<file path="config.mk">
export PLATFORM = sky130hd
export DESIGN_NAME = psum_accum_fp16
export DESIGN_NICKNAME = d
export VERILOG_FILES = /design/src/rtl/psum_accum_fp16.sv
export SDC_FILE = /design/constraint.sdc
export NUM_CORES = 1
export LEC_CHECK = 0
export ABC_CLOCK_PERIOD_IN_PS = 15100
export BUFFER_PORTS_ARGS = -buffer_cell sky130_fd_sc_hd__buf_2
export CORE_MARGIN = 3
export CORE_UTILIZATION = 35
export DETAILED_ROUTE_END_ITERATION = 8
export REMOVE_ABC_BUFFERS = 1
export SYNTH_ARGS = -nofsm -noshare
export SYNTH_HDL_FRONTEND = slang
export SYNTH_HIERARCHICAL = 1
export SYNTH_SLANG_ARGS = --single-unit
</file>
<file path="constraint.sdc">
create_clock -name clk -period 15.1 [get_ports clk]
set_input_delay 3.02 -clock clk [delete_from_list [all_inputs] [get_ports clk]]
set_output_delay 3.02 -clock clk [all_outputs]
set_load 0.1 [all_outputs]
</file>
<file path="src/rtl/psum_accum_fp16.sv">
// Partial-sum reduction for one systolic column: sums each FP16 packet into a single
// result through a one-stage FP16 adder whose output is fed back into the accumulator.

module add_fp16 (
  input  logic        clk,
  input  logic        nRST,
  input  logic        start,
  input  logic [15:0] fp1_in,
  input  logic [15:0] fp2_in,
  output logic [15:0] fp_out
);
  logic [15:0] x, y, sum_c;
  logic [5:0]  ex, ey, e, de;
  logic [4:0]  d, lz, shl;
  logic [13:0] ax, ay, ays, n;
  logic [27:0] sh;
  logic [14:0] s;
  logic [11:0] mr;
  logic        up, sg;

  always_comb begin
    // x always holds the larger magnitude so the subtract never goes negative
    if (fp1_in[14:0] >= fp2_in[14:0]) begin
      x = fp1_in; y = fp2_in;
    end else begin
      x = fp2_in; y = fp1_in;
    end
    ex  = (x[14:10] == 5'd0) ? 6'd1 : {1'b0, x[14:10]};
    ey  = (y[14:10] == 5'd0) ? 6'd1 : {1'b0, y[14:10]};
    ax  = {(x[14:10] != 5'd0), x[9:0], 3'b000};
    ay  = {(y[14:10] != 5'd0), y[9:0], 3'b000};
    de  = ex - ey;
    d   = (de > 6'd15) ? 5'd15 : de[4:0];
    sh  = {ay, 14'd0} >> d;
    ays = sh[27:14] | {13'd0, |sh[13:0]};
    s   = (x[15] == y[15]) ? ({1'b0, ax} + {1'b0, ays}) : ({1'b0, ax} - {1'b0, ays});
    sg  = (s == 15'd0 && x[15] != y[15]) ? 1'b0 : x[15];

    lz  = 5'd0;
    shl = 5'd0;
    if (s[14]) begin
      n = s[14:1] | {13'd0, s[0]};
      e = ex + 6'd1;
    end else begin
      for (int i = 0; i < 14; i++)
        if (s[i]) lz = 5'(13 - i);
      // never normalise below the minimum exponent: the result goes subnormal instead
      shl = ({1'b0, lz} > ex - 6'd1) ? 5'(ex - 6'd1) : lz;
      n   = s[13:0] << shl;
      e   = ex - {1'b0, shl};
    end

    up = n[2] & ((|n[1:0]) | n[3]);
    mr = {1'b0, n[13:3]} + {11'd0, up};
    if (mr[11]) begin
      mr = mr >> 1;
      e  = e + 6'd1;
    end

    if (e >= 6'd31) sum_c = {sg, 5'h1F, 10'd0};
    else            sum_c = {sg, (mr[10] ? e[4:0] : 5'd0), mr[9:0]};

    if (x[14:10] == 5'h1F) begin
      if (x[9:0] != 10'd0 || (y[14:0] == 15'h7C00 && x[15] != y[15])) sum_c = 16'h7E00;
      else                                                             sum_c = x;
    end
  end

  always_ff @(posedge clk or negedge nRST)
    if (!nRST)      fp_out <= 16'h0000;
    else if (start) fp_out <= sum_c;
endmodule

module psum_accum_fp16 #(
  parameter int MAX_LEN = 64,
  parameter int CNT_W   = $clog2(MAX_LEN + 1)
) (
  input  logic             clk,
  input  logic             nRST,
  input  logic             in_valid,
  output logic             in_ready,
  input  logic [15:0]      in_data,
  input  logic             in_last,
  output logic             out_valid,
  input  logic             out_ready,
  output logic [15:0]      out_data,
  output logic [CNT_W-1:0] out_len,
  output logic             out_trunc
);
  typedef enum logic [1:0] {IDLE, ACC, WAIT, DONE} state_t;

  state_t           state_q, state_d;
  logic [15:0]      acc_q, fp_out;
  logic [CNT_W-1:0] cnt_q, cnt_inc;
  logic             last_q, trunc_q, accept, hit_max;

  assign in_ready = (state_q == IDLE) || (state_q == ACC);
  assign accept   = in_valid & in_ready;
  assign cnt_inc  = cnt_q + CNT_W'(1);
  assign hit_max  = (cnt_inc == CNT_W'(MAX_LEN));

  add_fp16 u_add (
    .clk    (clk),
    .nRST   (nRST),
    .start  (1'b1),
    .fp1_in (acc_q),
    .fp2_in (in_data),
    .fp_out (fp_out)
  );

  always_comb begin
    state_d = state_q;
    case (state_q)
      IDLE: if (accept) state_d = (in_last || MAX_LEN == 1) ? DONE : ACC;
      ACC:  if (accept) state_d = WAIT;
      WAIT: state_d = last_q ? DONE : ACC;
      DONE: if (out_ready) state_d = IDLE;
      default: state_d = IDLE;
    endcase
  end

  always_ff @(posedge clk or negedge nRST)
    if (!nRST) state_q <= IDLE;
    else       state_q <= state_d;

  always_ff @(posedge clk or negedge nRST) begin
    if (!nRST) begin
      acc_q   <= 16'h0000;
      cnt_q   <= '0;
      last_q  <= 1'b0;
      trunc_q <= 1'b0;
    end else begin
      case (state_q)
        IDLE: if (accept) begin
          // first beat bypasses the adder
          acc_q   <= in_data;
          cnt_q   <= CNT_W'(1);
          last_q  <= in_last || (MAX_LEN == 1);
          trunc_q <= ~in_last && (MAX_LEN == 1);
        end
        ACC: if (accept) begin
          cnt_q   <= cnt_inc;
          last_q  <= in_last | hit_max;
          trunc_q <= ~in_last & hit_max;
        end
        WAIT: acc_q <= fp_out;
        DONE: if (out_ready) begin
          cnt_q   <= '0;
          last_q  <= 1'b0;
          trunc_q <= 1'b0;
        end
        default: ;
      endcase
    end
  end

  assign out_valid = (state_q == DONE);
  assign out_data  = acc_q;
  assign out_len   = cnt_q;
  assign out_trunc = trunc_q;
endmodule

</file>
Word level (Yosys, flattened, before mapping)
Cells that the tools add are included. W data, S select, Z words.

Add/sub/neg operators: 9. $lt $le $gt $ge: 4. Equality and inequality tests: 11. Shift-type cells: 2. Muxes and demuxes: 50. Bitwise gates (word level): 8. Reductions and logical operators: 18.

Operator list (count): $mux W16 (5); $mux W4 (14); $pmux W16 S2 (1); $mux W15 (2); $mux W5 (6); $or A14 B1 Y14 (2); $shr A28 B5 Y28 (1); $mux W7 (3); $pmux W7 S3 (1); $add A14 B14 Y15 (1); $eq A15 B15 Y1 const B (1); $ge A15 B15 Y1 (1); $logic_not A15 Y1 (1); $sub A14 B14 Y15 (1); $mux W14 (1); $reduce_or A14 Y1 (1); $shl A14 B5 Y14 (1); $add A11 B1 Y12 (1); $add A6 B1 Y6 const B (2); $mux W6 (2); $mux W11 (1); $logic_not A5 Y1 (2); $mux W2 (5); $reduce_bool A10 Y1 (1); other kinds (31) (45).

Register bits: 43. Input port bits: 21. Output and inout port bits: 26. Word-level logic and storage cells: 108.

Longest topological paths before layout
Depth after elaboration: 39. Mapped depth: 69. Mapped depth without buffers: 64.

Modules after synthesis
Netlist, hierarchy kept.

By module, submodules not included: add_fp16 (instances 1, cells an instance 1017, area an instance 6886.6 µm², sequential area each 400.4 µm²); psum_accum_fp16 (instances 1, cells an instance 139, area an instance 1375.1 µm², sequential area each 675.6 µm²).

Worst setup path after synthesis
No wires, ideal clock.

Kind: input -> register. From: input port in_data[14]. To: register u_add.fp_out[4]. Setup time: 0.101 ns. Arrival time: 15.567 ns. Data required time: 14.999 ns. Path slack: -0.567 ns. Stages: 66. Buffers on the path: 7. Cells stage by stage: inv_1 > ha_1 > buf_4 > nand4_2 > or4_1 > a21o_1 > nand4_4 > buf_2 > buf_1 > mux2i_1 > nand3_1 > nand2_1 > inv_1 > ha_1 > fa_1 > nand2b_1 > o2bb2ai_1 > mux2i_1 > (+30 left out) > a31o_2 > nor3_4 > a21o_1 > buf_6 > clkinv_2 > buf_2 > ha_1 > nand2_1 > inv_1 > ha_1 > a21o_1 > a21oi_1 > o21bai_1 > a21oi_1 > xor2_1 > nand2_1 > or4_1 > o32ai_1.

Word-level cells in the longest chain between the ends: 39. Elaborated cells on any way between the ends: 60. Those cells by class: add/sub: 8; order compare: 4; eq/ne: 4; shift: 2; mux: 29; bitwise: 4; reduce/logical: 9.

RTL lines: from (decl) (RTL line 82) `input logic [15:0] in_data,`; $ge A15 B15 Y1 (RTL line 23) `if (fp1_in[14:0] >= fp2_in[14:0]) begin`; $mux W16 (RTL line 23); $logic_not A5 Y1, on equally long branches (RTL line 28, 29); $mux W5, on equally long branches (RTL line 28, 29); $sub A6 B6 Y6 (RTL line 32) `de = ex - ey;`; $gt A6 B4 Y1 (RTL line 33) `d = (de > 6'd15) ? 5'd15 : de[4:0];`; $mux W5 (RTL line 33); $shr A28 B5 Y28 (RTL line 34) `sh = {ay, 14'd0} >> d;`; (+23 left out); $reduce_or A2 Y1 (RTL line 53) `up = n[2] & ((|n[1:0]) | n[3]);`; $or A1 B1 Y1 (RTL line 53); $and A1 B1 Y1 (RTL line 53); $add A11 B1 Y12 (RTL line 54) `mr = {1'b0, n[13:3]} + {11'd0, up};`; $mux W6 (RTL line 55) `if (mr[11]) begin`; $ge A6 B5 Y1 (RTL line 60) `if (e >= 6'd31) sum_c = {sg, 5'h1F, 10'd0};`; $mux W15 (RTL line 60); $mux W16 (*) (RTL line 63) `if (x[14:10] == 5'h1F) begin`; to (signal assigned) (RTL line 71) `else if (start) fp_out <= sum_c;`; to (decl) (RTL line 10) `output logic [15:0] fp_out`.

Every way passes the cells marked *; elsewhere a longest branch is shown, timed or not. The select of a mux whose other input is x is not followed. A chain may end at the register's enable or synchronous reset.

Worst setup path after layout
From: input port in_data[10]. To: register u_add.fp_out[9].

Same word-level chain as after synthesis.

==> flow_summary.json <==
{
  "period_share": 0.953,
  "outcome": "completed",
  "fp.dieArea_mm2": 0.0255,
  "layout.nets": 1341,
  "cpPeakStageDelay_ns": 0.52,
  "synth_seq_cells": 43,
  "clk_pin_slew_worst_paths_ns": 0.06,
  "fillers": 2388,
  "start_kind": "input pin",
  "post-place-ws_ns": -0.357,
  "synth_flop_cell": "dfrtp_1",
  "synth_edf_count": 0,
  "hp-class": "reg -> reg",
  "rows": 55,
  "mostFrequentLayoutCell": "nand2_1",
  "cts.sinks": 43,
  "worstMarginPinSlew_ns": 1.21,
  "setup_ws_ns": 0.705,
  "firstDrtPassIters": 5,
  "end_kind": "register",
  "path_max_fanout": 11,
  "hold_viol_final": 0,
  "synthMuxAreaShare": 0.0660,
  "synth_fa_ha_area_frac": 0.0936,
  "cts_tree": "done",
  "post-dp-hpwl_um": 24100,
  "holdWs_ns": 0.495,
  "grtUsageMet3": 0.0233,
  "crit_slowest_cell": "or4_1",
  "worstSetupPathType": "in -> reg",
  "use_met1": 0.328,
  "num_io_pins": 47,
  "ys_warn_count": 6,
  "avgSynthCellArea_um2": 7.15,
  "grt_first_pass_wirelength_um": 48200,
  "synth_top_family_by_area": "compound AO/OA/AOI/OAI gates",
  "layout_common_cells": "164 x nand2_1, 110 x buf_4, 78 x nor2_1",
  "numCtsBuffers": 5,
  "ant_nets": 0,
  "syn_inst": 1156,
  "cpLargestDelayFamily": "compound AO/OA/AOI/OAI gates",
  "timing.fmax_mhz": 69.5,
  "multi_input_area_mm2": 0.00693,
  "met2_usage": 0.363,
  "synth_area_mm2": 0.00826,
  "n_antenna_cell": 0,
  "core-area_mm2": 0.0229,
  "synth-compound-area-share": 0.338,
  "grtUsageTotal": 0.227,
  "die_h_um": 160,
  "die_w_um": 160,
  "cts_buffer_depth": 2,
  "finalCriticalPeriod_ns": 14.39,
  "grt_antenna_before_repair": 0,
  "slew_viol_final": 0,
  "via_per_inst": 6.02,
  "clk_latency_ns": 0.28,
  "drt_iter0_drc": 1073,
  "relSlewSlack": 0.192,
  "wl_um": 30700,
  "synth_top_area_frac": 0.130,
  "synthXorXnorAreaFrac": 0.0382,
  "ys_types": 108,
  "yosys.area.top_type": "dfrtp_1",
  "drive_gt1_frac": 0.211,
  "synthSimpleGateAreaFrac": 0.267,
  "cp.arrival_ns": 14.56,
  "skew_ns": 0.00725,
  "root_buffer": "clkbuf_16",
  "synthTopCellsByArea": "dfrtp_1 13%, ha_1 8.6%, nand2_1 7.7%",
  "register_area_mm2": 0.00108,
  "area_delta_synth_final_pct": 19.1,
  "setup_violations": 0,
  "drc": 0,
  "grt_max_degree": 51,
  "yosysSeqAreaShare": 0.130,
  "dr_total_vias": 9466,
  "portBuffers": 46,
  "grt_overflow": 0,
  "busiest_layer": "met2",
  "initial_core_util": 0.361,
  "cp_num_buf_inv": 10,
  "synthArstFlopShare": 1.00,
  "htree_levels": 2,
  "grt_pass1_vias": 8743,
  "gp_congestion": 0.958,
  "max_cap_violations": 0,
  "wire_per_inst_um": 19.5,
  "worst_ep_required_time_ns": 15.27
}
[through the flow]
stage / std cells / utilization / area (µm²) / TNS [ns]
6_report: 1573 / 0.429 / 9840 / 0
5_1_grt: 1573 / 0.429 / 9840 / -0.289
4_1_cts: 1553 / 0.411 / 9420 / 0
3_5_place_dp: 1546 / 0.405 / 9280 / -3.40
3_3_place_gp: 1546 / 0.405 / 9280 / -0.0698
2_1_floorplan: 1096 / - / 7960 / -13.67
[final timing paths]
kind                             startpoint              end  slack, ns  depth (start not counted)
worst max-delay path            in_data[10]  u_add/fp_out[9]       0.71                         60
worst min-delay path              out_trunc        out_trunc       0.50                          2
worst max register to register  out_data[7]  u_add/fp_out[9]       3.12                         58
worst min register to register    out_trunc        out_trunc       0.50                          2
max in group asynchronous              nRST  u_add/fp_out[5]      11.59                          1
min in group asynchronous              nRST      out_data[5]       2.89                          1
[layer usage]
layer,wire [µm],part of all wire
met5,0,0
met3,1900,0.062
met1,13900,0.45
met4,892,0.029
met2,14000,0.46
[synth_stat cells, types with 6 or more instances]
library cell	n
o21a_1	14
o31ai_1	14
nor3_1	34
a22o_1	6
a22oi_1	6
nor2_1	81
nand4_1	18
buf_6	6
a31oi_1	26
o211ai_1	10
xnor2_1	24
mux2i_1	44
nand2_1	169
a311oi_1	8
a41oi_1	6
and2_1	9
o221ai_1	10
a211oi_1	12
nor2b_1	12
nor4_1	10
a21oi_1	73
nand3_1	45
a21o_1	17
dfrtp_1	43
clkbuf_1	34
o32ai_1	8
o22ai_1	8
o21ai_0	76
and3_1	11
nand2b_1	11
buf_2	12
o21ai_1	6
inv_1	65
xor2_1	12
o21bai_1	8
ha_1	57
[registers in the layout, summed over array words and instances, names as in the netlist]
signal        flops
last_q            1
out_data         16
out_len           7
out_trunc         1
state_q           2
u_add/fp_out     16
[what timing repair did]
| action | CTS | global route |
|---|---|---|
| resized for setup | 1 | 60 |
| gates cloned | 0 | 1 |
| endpoints found under the setup margin | 7 | 15 |
| hold buffers | 0 | 0 |
| pin swaps | 0 | 18 |
| hold endpoints to repair | 0 | 0 |
| buffers inserted | 0 | 19 |
[worst min-delay path, cell delays in order (launching register included)]
cell and delay [ns]:
dfrtp_1 0.34, nand2_1 0.07, o31ai_2 0.06
[cell families after synthesis]
group / count (synthesis)
simple gates: 445
fa+ha+maj: 60
buf+inv: 126
other cells: 1
compound gates: 392
flops: 43
xor+xnor: 36
mux: 53
[final cells by class]
type                    count  share of cell area
multi-input cells         988               0.704
clock buffers               5              0.0127
flip-flops and latches     43               0.109
inverters                  66              0.0253
repair buffers            156               0.107
well taps                 313              0.0398
clock inverters             2             0.00140
Power is left out: the tool's default activity adds up to more than one toggle a clock period on the data nets, which glitch-free logic cannot reach.
